**src/rtl/histo_readout.sv**
```systemverilog
// rtl/histo_readout.sv - streams every histogram bin from a DPRAM and totals them into frame_sum.
// Optional HISTO_CLEAR_ON_READ_EN zeroes each bin as the sink accepts it.
module histo_readout #(
   parameter int ADDR_W   = 10,
   parameter int DATA_W   = 32,
   parameter int NUM_BINS = 1024
) (
   input  logic                     clk,
   input  logic                     reset,
   input  logic                     start,
   output logic [ADDR_W-1:0]        ram_addr,
   output logic                     ram_we,
   output logic [DATA_W-1:0]        ram_wdata,
   input  logic [DATA_W-1:0]        ram_rdata,
   output logic                     out_valid,
   input  logic                     out_ready,
   output logic [DATA_W-1:0]        out_data,
   output logic                     out_last,
   output logic                     busy,
   output logic                     done,
   output logic [DATA_W+ADDR_W-1:0] frame_sum
);

   localparam int SUM_W = DATA_W + ADDR_W;
   localparam logic [ADDR_W-1:0] LAST_IDX = ADDR_W'(NUM_BINS - 1);

   typedef enum logic [2:0] {IDLE, RD, WT, XFER, FIN} state_t;

   state_t             state_q, state_d;
   logic [ADDR_W-1:0]  index_q, index_d;
   logic [SUM_W-1:0]   sum_q, sum_d;
   logic [SUM_W-1:0]   frame_sum_q, frame_sum_d;
   logic [DATA_W-1:0]  out_data_q, out_data_d;
   logic               out_valid_q, out_valid_d;
   logic               out_last_q, out_last_d;
   logic               busy_q, busy_d;
   logic               done_q, done_d;
   logic               accept;

   assign accept = (state_q == XFER) && out_ready;

   always_comb begin
      state_d     = state_q;
      index_d     = index_q;
      sum_d       = sum_q;
      frame_sum_d = frame_sum_q;
      out_data_d  = out_data_q;
      case (state_q)
         IDLE: begin
            if (start) begin
               index_d = '0;
               sum_d   = '0;
               state_d = RD;
            end
         end
         RD:   state_d = WT;
         WT: begin
            out_data_d = ram_rdata;
            state_d    = XFER;
         end
         XFER: begin
            if (accept) begin
               sum_d = sum_q + SUM_W'(out_data_q);
               if (index_q == LAST_IDX) begin
                  state_d = FIN;
               end else begin
                  index_d = index_q + ADDR_W'(1);
                  state_d = RD;
               end
            end
         end
         FIN: begin
            frame_sum_d = sum_q;
            state_d     = IDLE;
         end
         default: state_d = IDLE;
      endcase
      // Status outputs are registered from the next-state decode so they line up with the state.
      out_valid_d = (state_d == XFER);
      out_last_d  = (state_d == XFER) && (index_d == LAST_IDX);
      busy_d      = (state_d != IDLE);
      done_d      = (state_d == FIN);
   end

   always_ff @(posedge clk) begin
      if (reset) begin
         state_q     <= IDLE;
         index_q     <= '0;
         sum_q       <= '0;
         frame_sum_q <= '0;
         out_data_q  <= '0;
         out_valid_q <= 1'b0;
         out_last_q  <= 1'b0;
         busy_q      <= 1'b0;
         done_q      <= 1'b0;
      end else begin
         state_q     <= state_d;
         index_q     <= index_d;
         sum_q       <= sum_d;
         frame_sum_q <= frame_sum_d;
         out_data_q  <= out_data_d;
         out_valid_q <= out_valid_d;
         out_last_q  <= out_last_d;
         busy_q      <= busy_d;
         done_q      <= done_d;
      end
   end

`ifdef HISTO_CLEAR_ON_READ_EN
   // The write must coincide with the handshake, so it cannot wait for a register stage.
   assign ram_we = accept && !reset;
`else
   assign ram_we = 1'b0;
`endif

   assign ram_addr  = index_q;
   assign ram_wdata = '0;
   assign out_valid = out_valid_q;
   assign out_data  = out_data_q;
   assign out_last  = out_last_q;
   assign busy      = busy_q;
   assign done      = done_q;
   assign frame_sum = frame_sum_q;

endmodule

```
**config.mk**
```make
export PLATFORM = sky130hd
export DESIGN_NAME = histo_readout
export DESIGN_NICKNAME = d
export VERILOG_FILES = /design/src/rtl/histo_readout.sv
export SDC_FILE = /design/constraint.sdc
export NUM_CORES = 1
export LEC_CHECK = 0
export BUFFER_PORTS_ARGS = -buffer_cell sky130_fd_sc_hd__buf_2
export CELL_PAD_IN_SITES_DETAIL_PLACEMENT = 0
export CELL_PAD_IN_SITES_GLOBAL_PLACEMENT = 1
export CORE_AREA = 3 3 125 139
export DETAILED_ROUTE_END_ITERATION = 12
export DIE_AREA = 0 0 128 142
export PLACE_DENSITY_LB_ADDON = 0.1
export SLEW_MARGIN = 0
export SYNTH_ARGS = -nofsm -noshare
export SYNTH_HDL_FRONTEND = slang
export SYNTH_SLANG_ARGS = --single-unit
```
**constraint.sdc**
```tcl
create_clock -name clk -period 7.05 [get_ports clk]
set_clock_uncertainty 0.2 [all_clocks]
set_input_delay 1.41 -clock clk [delete_from_list [all_inputs] [get_ports clk]]
set_output_delay 1.41 -clock clk [all_outputs]
set_load 0.01 [all_outputs]
```
==> flow_summary_export.csv, run 1 <==
group,metric,value,unit
drt,routed_via_density,5.11,
worst_hold_path,whs_endpoint,"frame_sum[23]",
drt,first_pass_iters,4,
drt,vias,6107,
cells_and_area,most_common_cell_after_layout_fill_and_taps_aside,"sky130_fd_sc_hd__nand2_1",
worst_hold_path,min_path_type,"register to register",
sta,final-hold-violation-count,0,
power,post-layout-total-power,1850,µW
floorplanning,core_area,0.0162,mm²
yosys,synth-edff-count,0,
clock_tree,num_cts_buffers,17,
power,ir_drop,0.172,mV
clock_tree,holdBufCountCts,0,
yosys,synth-main-ff-cell,"sky130_fd_sc_hd__dfxtp_1",
status,status,"complete, no violations",
critical_path,timing.rr.start,"sum_q[0]",
floorplanning,die_y_extent,142,µm
critical_path,worst-setup-path-type,"input pin to register",
yosys,synthesis.yosys.warnings,0,
clock_tree,clk_root_buffer_cell,"sky130_fd_sc_hd__clkbuf_16",
sta,worst_hold_check_slack,0.249,ns
drt,drt-initial-drc-count,387,
power,power.density_cell_area,231,mW/mm²
grt,grt_usage,0.197,
worst_hold_path,min_from,"frame_sum[23]",
yosys,post_synth_main_area_contributors,"sky130_fd_sc_hd__dfxtp_1, sky130_fd_sc_hd__nand2_1, sky130_fd_sc_hd__a21oi_1",
grt,grt_max_degree,84,
cells_and_area,most-common-layout-cells,"sky130_fd_sc_hd__nand2_1, sky130_fd_sc_hd__dfxtp_1, sky130_fd_sc_hd__a21oi_1, sky130_fd_sc_hd__buf_2, sky130_fd_sc_hd__nor2_1",
yosys,synthesis.instances,874,
drt,wl_per_cell,14.9,µm
placed_design,gp_routability_congestion,0.877,
sta,clock.fmax,0.306,GHz
clock_tree,path_clk_slew,0.06,ns
placed_design,detailedPlacementHpwl,12.6,mm
clock_tree,h-tree-depth,4,
placed_design,io_buffer_count,123,
grt,global_route_wire_length_before_repair,28.9,mm
yosys,synth.lib_cells_used.distinct,57,
clock_tree,cts_repair_resize_count,0,
critical_path,cp-start-kind,"input pin",
sta,worst_pin_slew,0.894,ns
sta,timing.final.crit_period,3.27,ns
grt,grt.overflow.total,0,
sta,setup_viol_count_final,0,
cells_and_area,drive_gt1_frac,0.179,
cells_and_area,layout-area-overhead-vs-synth,18.6,%
sta,setup-tns-final,0,ns
sta,final-max-slew-violation-count,0,
yosys,post_synth.cell_area_avg,7.72,µm²
clock_tree,total_clock_sinks,133,
cells_and_area,nNetsFinal,1048,
yosys,synthDominantCellAreaShare,0.395,
critical_path,regToRegSetupSlack,3.84,ns
yosys,proportion_of_register_bits_with_asynchronous_set_or_reset_after_synthesis,0,
critical_path,r2r-end,"sum_q[40]",
critical_path,worst_ep_arrival_time,3.43,ns
floorplanning,placement_rows,49,
grt,initial_antenna_violation_count,0,
clock_tree,largest_buffer_count_on_any_clock_path,2,
grt,first_global_vias,5756,
power,cellLeakagePower,0.00334,µW
yosys,netlist_area,0.00675,mm²
placed_design,post-place-cells,1163,
sta,timing.max_slew.rel_slack,0.404,
critical_path,ff2ff_path_depth,11,
sta,grt_setup_unrepaired,"no",
clock_tree,clock_tree_from_tritoncts,"yes",
critical_path,setup.worst_path.end_class,"register",
floorplanning,die_area,0.0182,mm²
yosys,synthesis_stage_register_bit_count,133,
cells_and_area,diodes,0,
clock_tree,clk-insertion-delay-late,0.42,ns
yosys,netlist.top_cell.by_area,"sky130_fd_sc_hd__dfxtp_1",
critical_path,critPathMaxFanout,16,
yosys,synth.yosys.seq_area_share,0.395,
clock_tree,post_cts.repair.setup_buffers,0,
floorplanning,initial_utilization,0.417,
worst_hold_path,whs_path_depth,2,
floorplanning,die_width,128,µm
drt,post-route-drc-count,0,
cells_and_area,fin_cells,1195,
floorplanning,boundaryPins,157,
flow_run,cap_violations,0,
critical_path,data_required_critical_path,7.22,ns
drt,postRouteAntennaNets,0,
sta,min_period_over_period,0.464,
drt,finalWirelength,17.8,mm
==> layer usage <==
| layer | part of all wire | track usage | vias to the layer above |
|---|---|---|---|
| met2 | 0.44 | 0.305 | 144 |
| met4 | 0.018 | 0.0631 | 0 |
| li1 | - | - | 3190 |
| met5 | 0 | 0 | - |
| met1 | 0.49 | 0.273 | 2747 |
| met3 | 0.048 | 0.0435 | 26 |
==> through the flow <==
stage               utilization  worst slack [ns]  area, µm²
global placement          0.455              3.43       7370
global route              0.494              3.50       8000
CTS                       0.494              3.80       8000
detailed placement        0.455              3.37       7370
finish                    0.494              3.78       8000
floorplan                     -              4.02       6870
==> critical path: stages <==
cell	delay, ns
sky130_fd_sc_hd__buf_2	0.10
sky130_fd_sc_hd__nand3_1	0.48
sky130_fd_sc_hd__nor2_1	0.34
sky130_fd_sc_hd__nand3_1	0.12
sky130_fd_sc_hd__mux2i_1	0.15
sky130_fd_sc_hd__or4_1	0.47
sky130_fd_sc_hd__nor4_1	0.16
sky130_fd_sc_hd__and3_1	0.19
==> flip-flops by register name (all words and copies together), names as in the netlist <==
signal	cells
frame_sum	42
busy	1
state_q	3
done	1
out_last	1
out_data	32
sum_q	42
out_valid	1
ram_addr	10
==> logic make-up after synthesis <==
| logic type | after synthesis | synth area share |
|---|---|---|
| AO/OA/AOI/OAI | 230 | 0.197 |
| other | 1 | 0.000556 |
| adder cells (fa/ha/maj) | 34 | 0.0642 |
| buffers and inverters | 88 | 0.0688 |
| XOR/XNOR | 26 | 0.0338 |
| AND/OR/NAND/NOR | 358 | 0.235 |
| multiplexers | 4 | 0.00612 |
| flip-flops | 133 | 0.395 |
==> area by class of cell <==
type	count	area, µm²
Clock buffer	17	425
Clock inverter	15	203
Fill cell	1715	8190
Inverter	12	45.0
Multi-Input combinational cell	685	3740
Sequential cell	133	2660
Tap cell	204	255
Timing Repair Buffer	129	663
==> cell usage after synthesis (all sizes together), types with 2 or more instances <==
master  count
nand2     212
dfxtp     133
a21oi     129
nor2       44
o21ai      41
buf        38
clkbuf     38
ha         33
nand3      25
xnor2      17
nand4      14
inv        12
or3        12
a21o       11
nand2b      9
nor3        9
xor2        9
a22oi       8
and3        8
o211ai      8
a31oi       6
o21a        6
and2        5
nor2b       5
o31ai       4
a211oi      3
mux2i       3
o31a        3
or4         3
and4        2
nand4b      2
nor3b       2
o21bai      2
o41ai       2
or2         2
==> report_power, final <==
group / switching (µW) / internal [µW] / total [µW] / leakage, µW
Clock: 349 / 594 / 943 / 0.000304
Combinational: 85.3 / 41.5 / 127 / 0.00196
Sequential: 13.5 / 765 / 778 / 0.00107
Total: 448 / 1400 / 1850 / 0.00334
==> worst max path at each step <==
stage,from,to,slack [ns]
3_5_place_dp,out_ready,out_last,3.37
4_1_cts,out_ready,out_last,3.80
6_report,out_ready,out_last,3.78
2_1_floorplan,out_ready,sum_q[39],4.02
5_1_grt,out_ready,out_last,3.50
3_3_place_gp,out_ready,out_last,3.43
No activity file was read; power rests on OpenSTA's default activity.
==> run 2, diff against run 1 <==
CORE_AREA = 3 3 130 144   (was 3 3 125 139)
DIE_AREA = 0 0 133 147   (was 0 0 128 142)
clock period = 3.29 ns   (was 7.05 ns; I/O delays follow)
==> flow_summary_export.csv, run 2 (synthesis gave the netlist of run 1 again) <==
group,metric,value,unit
critical_path,crit_chain,"ha_1 -> inv_1 -> fa_1 -> nand2b_1 -> a21o_1 -> a211oi_1 -> nor3_1 -> o21ai_1 -> a221oi_4 -> or4_1 -> a21oi_1",
critical_path,cp-start-kind,"register",
clock_tree,num_cts_buffers,17,
power,power.density_cell_area,512,mW/mm²
critical_path,ff2ff_path_depth,11,
drt,routed_via_density,5.01,
power,power_switching,958,µW
floorplanning,die_width,133,µm
worst_hold_path,min_from,"frame_sum[34]",
power,power.combinational.fraction,0.069,
drt,finalWirelength,18.8,mm
floorplanning,die_y_extent,147,µm
worst_hold_path,min_path_type,"register to register",
clock_tree,post_cts.repair.setup_buffers,0,
drt,vias,6193,
clock_tree,total_clock_sinks,133,
cells_and_area,most-common-layout-cells,"sky130_fd_sc_hd__nand2_1, sky130_fd_sc_hd__dfxtp_1, sky130_fd_sc_hd__a21oi_1, sky130_fd_sc_hd__buf_2, sky130_fd_sc_hd__nor2_1",
critical_path,critPathMaxFanout,10,
critical_path,timing.rr.start,"sum_q[0]",
sta,setup_viol_count_final,0,
critical_path,r2r-end,"sum_q[40]",
cells_and_area,nNetsFinal,1059,
floorplanning,initial_utilization,0.392,
critical_path,worst-setup-path-type,"register to register",
placed_design,io_buffer_count,123,
critical_path,data_required_critical_path,3.44,ns
worst_hold_path,whs_path_depth,2,
status,status,"complete, no violations",
drt,first_pass_iters,5,
flow_run,cap_violations,0,
sta,grt_setup_unrepaired,"no",
power,swShare,0.228,
floorplanning,die_area,0.0196,mm²
placed_design,post-place-cells,1204,
cells_and_area,nFillCells,1800,
power,clockPowerShare,0.535,
power,power_frac_seq,0.397,
grt,initial_antenna_violation_count,0,
cells_and_area,fin_cells,1236,
power,cellLeakagePower,0.00343,µW
sta,min_period_over_period,0.943,
placed_design,gp_routability_congestion,0.807,
clock_tree,holdBufCountCts,0,
critical_path,regToRegSetupSlack,0.19,ns
clock_tree,clk_root_buffer_cell,"sky130_fd_sc_hd__clkbuf_16",
critical_path,worst_ep_arrival_time,3.26,ns
drt,postRouteAntennaNets,0,
grt,grt.overflow.total,0,
cells_and_area,most_common_cell_after_layout_fill_and_taps_aside,"sky130_fd_sc_hd__nand2_1",
cells_and_area,layout-area-overhead-vs-synth,21.5,%
cells_and_area,final-seq-area,0.00266,mm²
floorplanning,core_area,0.0172,mm²
power,power.internal,3240,µW
floorplanning,placement_rows,50,
clock_tree,clk-insertion-delay-late,0.42,ns
cells_and_area,drive_gt1_frac,0.187,
clock_tree,largest_buffer_count_on_any_clock_path,2,
grt,grt_max_degree,45,
sta,timing.final.crit_period,3.10,ns
critical_path,cp_slowest_stage_delay,0.49,ns
sta,final-max-slew-violation-count,0,
drt,drt-initial-drc-count,420,
worst_hold_path,whs_endpoint,"frame_sum[34]",
cells_and_area,diodes,0,
drt,wl_per_cell,15.2,µm
sta,worst_pin_slew,0.734,ns
floorplanning,boundaryPins,157,
sta,timing.max_slew.rel_slack,0.511,
clock_tree,h-tree-depth,4,
clock_tree,clock_tree_from_tritoncts,"yes",
sta,setup-tns-final,0,ns
critical_path,setup.worst_path.end_class,"register",
drt,post-route-drc-count,0,
sta,final-hold-violation-count,0,
cells_and_area,multiInputGateArea,0.00375,mm²
critical_path,slowest_library_cell_on_the_worst_path,"sky130_fd_sc_hd__or4_1",
sta,final_critical_path_setup_slack,0.189,ns
grt,global_route_wire_length_before_repair,31.0,mm
clock_tree,path_clk_slew,0.06,ns
placed_design,detailedPlacementHpwl,13.6,mm
grt,grt_usage,0.194,
power,ir_drop,0.349,mV
placed_design,detailedPlace.worstSlack,0.225,ns
grt,first_global_vias,5945,
sta,clock.fmax,0.322,GHz
## run 2: changes by cell type in the layout (fill, tap and decap cells not counted), sizes merged
cell	change
bufinv	+2
clkbuf	+4
clkinv	-3
clkinvlp	-1
inv	-2
buf	+11
## run 2: cell type report
class | count | share of cell area
Multi-Input combinational cell | 685 | 0.458
Sequential cell | 133 | 0.325
Timing Repair Buffer | 140 | 0.0910
Clock buffer | 21 | 0.0586
Tap cell | 234 | 0.0357
Clock inverter | 11 | 0.0267
Inverter | 12 | 0.00549
## run 2: power groups by stage
stage,Clock (µW),Sequential (µW),Combinational [µW]
6_report,2250,1670,289
3_5_place_dp,0,1700,289
2_1_floorplan,0,1700,200
5_1_grt,2360,1670,322
3_3_place_gp,0,1700,291
4_1_cts,2290,1670,291
## run 2: metal layers
metal	GRT usage	routed length [µm]	up-vias
li1	-	-	3191
met1	0.268	9270	2843
met4	0.0655	358	0
met5	0	0	-
met3	0.0329	798	27
met2	0.308	8410	132
## run 2: how the worst max path moves through the flow
stage               slack (ns)  depth (start not counted)   endpoint    startpoint
floorplan                 0.50                         11  sum_q[40]   out_data[0]
global placement          0.25                          9  sum_q[40]  out_data[23]
detailed placement        0.23                          9  sum_q[34]  out_data[23]
CTS                       0.21                          9  sum_q[34]  out_data[23]
global route             0.009                         11  sum_q[40]      sum_q[0]
finish                    0.19                         11  sum_q[40]      sum_q[0]
## run 2: through the flow
stage | total power, µW | utilization | instance area (µm²) | hold WS [ns]
floorplan | 1900 | - | 6870 | 0.240
global placement | 1990 | 0.435 | 7490 | 0.239
detailed placement | 1990 | 0.435 | 7490 | 0.244
CTS | 4240 | 0.476 | 8190 | 0.252
global route | 4350 | 0.477 | 8200 | 0.264
finish | 4200 | 0.477 | 8200 | 0.249
## run 2: timing repair
item / 4_1_cts / 5_1_grt
endpoints found under the hold margin: 0 / 0
endpoints found under the setup margin: 0 / 5
gates resized for setup: 0 / 1
## run 2: worst max-delay path: cells and delay by family, from the launching register on
family          cells  cell delay (ns)
buf+inv             1             0.06
flops               1             0.37
simple gates        3             0.81
compound gates      5             1.00
fa+ha+maj           2             0.58
